<file path="src/rtl/parallel_transfer_pipe.sv">
// rtl/parallel_transfer_pipe.sv - parametrised valid/ready register pipe with bubble collapse, flush, taps and occupancy
module parallel_transfer_pipe #(
  parameter int WIDTH  = 4,
  parameter int STAGES = 2,
  parameter int CNT_W  = 2
) (
  input  logic                      clk,
  input  logic                      rst,
  input  logic [WIDTH-1:0]          in_data,
  input  logic                      in_valid,
  output logic                      in_ready,
  output logic [WIDTH-1:0]          out_data,
  output logic                      out_valid,
  input  logic                      out_ready,
  input  logic                      flush,
  output logic [WIDTH*STAGES-1:0]   taps,
  output logic [STAGES-1:0]         tap_valid,
  output logic [CNT_W-1:0]          count
);

  generate
    if ((2 ** CNT_W) <= STAGES) begin : g_bad_cnt_w
      $error("parallel_transfer_pipe: CNT_W too narrow for STAGES");
    end
  endgenerate

  logic [WIDTH-1:0]  data_q [STAGES];
  logic [STAGES-1:0] valid_q;
  logic [CNT_W-1:0]  count_q;

  logic [STAGES-1:0] move;
  logic [STAGES-1:0] free;
  logic              accept;
  logic              consume;

  // Resolve moves from the output backwards so a freed stage can be refilled in the same cycle.
  always_comb begin
    move = '0;
    free = '0;
    move[STAGES-1] = valid_q[STAGES-1] & out_ready;
    free[STAGES-1] = ~valid_q[STAGES-1] | move[STAGES-1];
    for (int i = STAGES - 2; i >= 0; i--) begin
      move[i] = valid_q[i] & free[i+1];
      free[i] = ~valid_q[i] | move[i];
    end
  end

  assign in_ready = free[0] & ~flush;
  assign accept   = in_valid & in_ready;
  assign consume  = move[STAGES-1];

  always_ff @(posedge clk) begin
    if (rst) begin
      for (int i = 0; i < STAGES; i++) begin
        data_q[i] <= '0;
      end
      valid_q <= '0;
      count_q <= '0;
    end else if (flush) begin
      // Data is deliberately left in place; only the valid bits are dropped.
      valid_q <= '0;
      count_q <= '0;
    end else begin
      if (accept) begin
        data_q[0]  <= in_data;
        valid_q[0] <= 1'b1;
      end else if (move[0]) begin
        valid_q[0] <= 1'b0;
      end

      for (int i = 1; i < STAGES; i++) begin
        if (move[i-1]) begin
          data_q[i]  <= data_q[i-1];
          valid_q[i] <= 1'b1;
        end else if (move[i]) begin
          valid_q[i] <= 1'b0;
        end
      end

      case ({accept, consume})
        2'b10:   count_q <= count_q + CNT_W'(1);
        2'b01:   count_q <= count_q - CNT_W'(1);
        default: count_q <= count_q;
      endcase
    end
  end

  genvar g;
  generate
    for (g = 0; g < STAGES; g++) begin : g_taps
      assign taps[g*WIDTH +: WIDTH] = data_q[g];
    end
  endgenerate

  assign tap_valid = valid_q;
  assign out_data  = data_q[STAGES-1];
  assign out_valid = valid_q[STAGES-1];
  assign count     = count_q;

endmodule
</file>
<file path="config.mk">
export PLATFORM = sky130hd
export DESIGN_NAME = parallel_transfer_pipe
export DESIGN_NICKNAME = d
export VERILOG_FILES = /design/src/rtl/parallel_transfer_pipe.sv
export SDC_FILE = /design/constraint.sdc
export NUM_CORES = 1
export LEC_CHECK = 0
export BUFFER_PORTS_ARGS = -buffer_cell sky130_fd_sc_hd__buf_2
export CAP_MARGIN = 20
export CORE_UTILIZATION = 43
export CTS_CLUSTER_SIZE = 28
export DETAILED_ROUTE_END_ITERATION = 12
export PLACE_DENSITY_LB_ADDON = 0.08
export SYNTH_ARGS = -nofsm -noshare
export SYNTH_HDL_FRONTEND = slang
export SYNTH_SLANG_ARGS = --single-unit
</file>
<file path="constraint.sdc">
create_clock -name clk -period 2 [get_ports clk]
set_input_delay 0.2 -clock clk [delete_from_list [all_inputs] [get_ports clk]]
set_output_delay 0.2 -clock clk [all_outputs]
set_load 0.03 [all_outputs]
</file>
=== Yosys cells after proc, flatten, opt, wreduce, memory -nomap -nowiden ===
Memory sizes are Yosys's and may differ from the RTL's.
Cells that the tools add are included.

* $add $sub $neg: 2
* Eq/ne operators: 2
* Muxes and demuxes: 17
* Bitwise gates (word level): 11
* Reduce and logical (&&, ||, !) cells: 4

{| class="wikitable"
|+ Operators by type and width
! cell !! number
|-
| 1-bit 2-to-1 mux || 14
|-
| 4-bit 2-to-1 mux || 2
|-
| 2-bit nonzero test || 3
|-
| 1-bit bitwise AND || 4
|-
| 1-bit OR || 4
|-
| 2-bit one-hot mux with 2 select lines || 1
|-
| 1-bit inverter || 3
|-
| 2-bit by 1-bit adder with 2-bit output (second input constant) || 1
|-
| 2-bit by 1-bit equality test with 1-bit output (second input constant) || 1
|-
| 2-bit equality test (second input constant) || 1
|-
| 2-bit OR reduction || 1
|-
| 2-bit by 1-bit subtractor with 2-bit output (second input constant) || 1
|}

* Bits in registers: 4
* RAM bits: 8
* Output and inout bits: 18
* Memories kept: 1

{| class="wikitable"
|+ Memory list
! name !! words !! width !! rd ports !! clocked after Yosys merged registers in !! write ports !! RTL line !! source
|-
| data_q || 2 || 4 || 2 || 0 || 2 || 27 || <nowiki>logic [WIDTH-1:0] data_q [STAGES];</nowiki>
|}

=== Logic depth before layout (Yosys ltp) ===
* Depth after elaboration: 11
* Mapped depth: 7
* Depth with buffers taken out: 7

=== Least setup slack after synthesis ===
OpenSTA, ideal clock, no wires.

* Path type: reg-to-reg
* From: register valid_q[1], in the netlist tap_valid[1]
* To: register count_q[1], in the netlist count[1]
* Library setup time: 0.070 ns
* Data arrival time: 2.075 ns
* Data required time: 1.930 ns
* Slack: -0.145 ns
* Stages on the path, launching flop included: 7
* Buffers on the path: 0
* Cell sequence: dfxtp_1 -> and3b_4 -> nor2_1 -> nand2_1 -> ha_1 -> or3_1 -> a21boi_1

* Longest elaborated chain between the ends: 8
* Elaborated cells between the ends (all ways): 11
* Those cells by class: eq/ne (2); mux (1); bitwise (7); reduce/logical (1)

{| class="wikitable"
|+ RTL lines
! element !! RTL line !! source
|-
| start, declared || 28 || <nowiki>logic [STAGES-1:0] valid_q;</nowiki>
|-
| start signal, assigned || 57 || <nowiki>valid_q <= '0;</nowiki>
|-
| start signal, assigned || 61 || <nowiki>valid_q <= '0;</nowiki>
|-
| start signal, assigned by index || 74 || <nowiki>valid_q[i] <= 1'b1;</nowiki>
|-
| 1-bit bitwise AND or 1-bit inverter (tied branches) || 40, 41 ||
|-
| 1-bit OR * || 41 || <nowiki>free[STAGES-1] = ~valid_q[STAGES-1] | move[STAGES-1];</nowiki>
|-
| 1-bit bitwise AND * || 43 || <nowiki>move[i] = valid_q[i] & free[i+1];</nowiki>
|-
| 1-bit OR * || 44 || <nowiki>free[i] = ~valid_q[i] | move[i];</nowiki>
|-
| 1-bit bitwise AND * || 48 || <nowiki>assign in_ready = free[0] & ~flush;</nowiki>
|-
| via in_ready || 11 || <nowiki>output logic in_ready,</nowiki>
|-
| 1-bit bitwise AND * || 49 || <nowiki>assign accept = in_valid & in_ready;</nowiki>
|-
| 2-bit by 1-bit equality test with 1-bit output or 2-bit equality test (tied branches) || 80 || <nowiki>case ({accept, consume})</nowiki>
|-
| 2-bit one-hot mux with 2 select lines or 2-bit nonzero test (tied branches) || - ||
|-
| end signal, assigned || 81 || <nowiki>2'b10: count_q <= count_q + CNT_W'(1);</nowiki>
|-
| end signal, assigned || 82 || <nowiki>2'b01: count_q <= count_q - CNT_W'(1);</nowiki>
|-
| end signal, assigned || 83 || <nowiki>default: count_q <= count_q;</nowiki>
|-
| end, declared || 29 || <nowiki>logic [CNT_W-1:0] count_q;</nowiki>
|}

Mark *: on every way through the listed nets, which the timed path passes. The rest lies on a longest branch.
A chain may end at the register's enable or synchronous reset.

=== Final worst setup path ===
* From: register valid_q[0], in the netlist tap_valid[0]
* To: register count_q[1], in the netlist count[1]

* Longest elaborated chain between the ends: 6
* Elaborated cells between the ends (all ways): 9
* Those cells by class: eq/ne (2); mux (1); bitwise (5); reduce/logical (1)

{| class="wikitable"
|+ RTL lines
! element !! RTL line !! source
|-
| start signal, assigned || 57 ||
|-
| start signal, assigned || 61 ||
|-
| start signal, assigned || 66 || <nowiki>valid_q[0] <= 1'b1;</nowiki>
|-
| 1-bit bitwise AND or 1-bit inverter (tied branches) || 43, 44 ||
|-
| 1-bit OR * || 44 ||
|-
| 1-bit bitwise AND * || 48 ||
|-
| 1-bit bitwise AND * || 49 ||
|-
| 2-bit by 1-bit equality test with 1-bit output or 2-bit equality test (tied branches) || 80 ||
|-
| 2-bit one-hot mux with 2 select lines or 2-bit nonzero test (tied branches) || - ||
|}

Every way passes the cells marked *; elsewhere a longest branch is shown, timed or not.

==> results.yml <==
outcome:
  outcome: "completed"
final_layout:
  n_antenna_cell: 0
  drive_gt1_share_pct: 47.1
  area_delta_synth_final_pct: 24.1
  stdcell_area_um2: 697
  num-nets-final: 82
grt:
  track_usage_pct: 14.5
  grt_pass1_vias: 361
  antenna_found_initial: 0
  grt_max_degree: 9
  grt_pass1_wl_mm: 1.39
  grt.overflow.total: 0
floorplanning:
  die_x_um: 38.1
  die-area_mm2: 0.00146
  fp.coreArea_mm2: 0.00116
  ios: 27
  initial_core_util_pct: 48.6
  row_count: 12
  die_h_um: 38.1
logic_synthesis:
  syn_area_per_cell_um2: 12.2
  synth_nets: 56
  synth_top_area_share_pct: 42.8
  synthSimpleGateAreaFrac_pct: 21.8
  synth_xor_area_share_pct: 3.12
  synthMuxAreaShare_pct: 0
  yosysWarnings: 0
  ys_ff_latch: 12
  syn_area_um2: 562
  synth_compound_area_share_pct: 7.80
  yosysSeqAreaShare_pct: 57.0
  syn_inst: 46
  synth.top_cells.by_area: "edfxtp_1 43%, dfxtp_1 14%, and2_1 10%"
  post-synth-top-area-cell: "edfxtp_1"
  synth_top_family_by_area: "simple AND/OR/NAND/NOR gates"
  synth.distinct_cells: 21
  synth-adder-area-share_pct: 2.23
clock_network:
  cts_setup_buffers: 0
  clk_path_buf_depth: 2
  clk_latency_ps: 260
  hold_buffers: 0
  cts-buffers-inserted: 3
  clock_sinks: 12
  ctsHtreeMaxLevel: 1
  cts-root-buf: "clkbuf_4"
  cts_tree: "yes"
  post_cts_resized: 0
  path_clk_slew_ps: 70
worst_setup_path:
  cp_data_required_time_ps: 2200
  worst-path-stages: 6
  critPathMaxStageDelay_ps: 370
  critical_path_peak_fanout: 5
  cp-start-kind: "flip-flop"
  crit_buf_inv: 0
  worstPathArrival_ps: 1850
  crit_type: "flip-flop to flip-flop"
  worstPathCellList: "and3b_4 > nor2_2 > nand2_1 > ha_1 > or3_1 > a21boi_1"
  crit_slowest_cell: "or3_1"
  endpoint_kind: "flip-flop"
  cp_top_family: "simple AND/OR/NAND/NOR gates"
  rr_worst_depth: 6
sta:
  fmax_ghz: 0.604
  finalCritPeriodShare_pct: 82.7
  drv_slew: 0
  tightestPinTransition_ps: 362
  clock_skew_ps: 5.13
  hold_violations: 0
  slew_headroom_pct: 75.7
  min_period_ps: 1650
  rsz0062_at_grt: "false"
  fin_setup_tns_ps: 0
  finalSetupViolCount: 0
power:
  p_leak_nw: 0.326
  irDropWorstVdd_mv: 0.502
  power_density_mw_per_mm2: 730
job:
  maxCapViolCount: 0
detailed_routing:
  drtIter0Drc: 3
  drc: 0
  vias_per_cell: 4.73
  wl_per_cell_um: 9.95
  wirelength_um: 836
  firstDrtPassIters: 2
  ant_nets: 0
  route.vias.total: 397
place:
  gp_congestion: 0.781
  dp_hpwl_um: 706
  numPortBuffers: 26
  place_area_um2: 674
min_path:
  min_path_cells: 2
  hold_class: "primary input to flip-flop"
-- flip-flops by register name (all words and copies together), names as in the netlist --
name and cells:
count 2, data_q 8, tap_valid 2
-- per-stage QoR --
stage	hold slack (ps)	total power [W]	cells	setup WS, ps	util (%)
floorplan	277	0.000354	46	40.0	-
global placement	472	0.000379	81	406	58.3
detailed placement	470	0.000379	81	360	58.3
CTS	194	0.000516	84	342	60.3
global route	202	0.000533	84	249	60.3
finish	204	0.000509	84	345	60.3
-- layout make-up --
type	instances	area, um^2
clock buffer	3	22.5
tap	14	17.5
timing repair buffer	26	130
fill	103	459
multi-input combinational	27	199
inverter	2	7.51
sequential	12	320
-- worst paths after layout --
path | startpoint | end | slack (ps)
setup / recovery | tap_valid[0]$_SDFFE_PP0P_ | count[1]$_SDFFE_PP0P_ | 350
hold / removal | rst | count[0]$_SDFFE_PP0P_ | 200
setup reg to reg | tap_valid[0]$_SDFFE_PP0P_ | count[1]$_SDFFE_PP0P_ | 350
hold reg to reg | count[1]$_SDFFE_PP0P_ | count[1]$_SDFFE_PP0P_ | 500
-- synthesized netlist by cell type --
cell and number:
inv_1 2, o21ai_0 1, xnor2_1 1, nand2b_1 1
nand2_1 1, nor4_4 1, buf_4 5, and2_1 9
ha_1 1, dfxtp_1 4, a31o_2 1, nor3_1 1
a21boi_1 1, a21o_1 1, and3b_4 1, nor2_1 3
or3_1 1, xor2_1 1, o21a_1 1, edfxtp_1 8
a21boi_0 1
-- logic make-up after synthesis --
logic type,count (synthesis)
compound gates,6
xor+xnor,2
fa+ha+maj,1
buf+inv,7
flops,12
simple gates,18
-- routing by layer --
metal / wire length, um / vias to the layer above / global-route usage, %
met1: 355 / 179 / 14.6
met2: 417 / 18 / 25.4
li1: - / 200 / -
met4: 0 / 0 / 2.68
met3: 63 / 0 / 8.72
met5: 0 / - / 0
-- worst register-to-register path: cells and delay by family (launching register included) --
family	cells	cell delay, ps
compound gates	1	150
fa+ha+maj	1	320
flops	1	350
simple gates	4	760
-- power breakdown --
| group | total [W] | switching (W) | internal [W] |
|---|---|---|---|
| Sequential | 0.000283 | 0.00000599 | 0.000277 |
| Clock | 0.000137 | 0.0000672 | 0.0000694 |
| Combinational | 0.0000891 | 0.0000603 | 0.0000288 |
-- placed cells by master, fill, tap and decap left out --
cell / netlist / final
buf_2: 0 / 26
and2_1: 9 / 9
edfxtp_1: 8 / 8
dfxtp_1: 4 / 4
clkbuf_4: 0 / 3
inv_1: 2 / 2
nor2_1: 3 / 2
and3b_4: 1 / 1
nor2_2: 0 / 1
a21o_1: 1 / 1
nand2b_1: 1 / 1
a31o_2: 1 / 1
nand2_1: 1 / 1
xnor2_1: 1 / 1
o21ai_0: 1 / 1
or3_1: 1 / 1
a21boi_1: 1 / 1
nor4_4: 1 / 1
xor2_1: 1 / 1
nor3_1: 1 / 1
o21a_1: 1 / 1
a21boi_0: 1 / 1
ha_1: 1 / 1
Power figures use the tool's default switching activity.
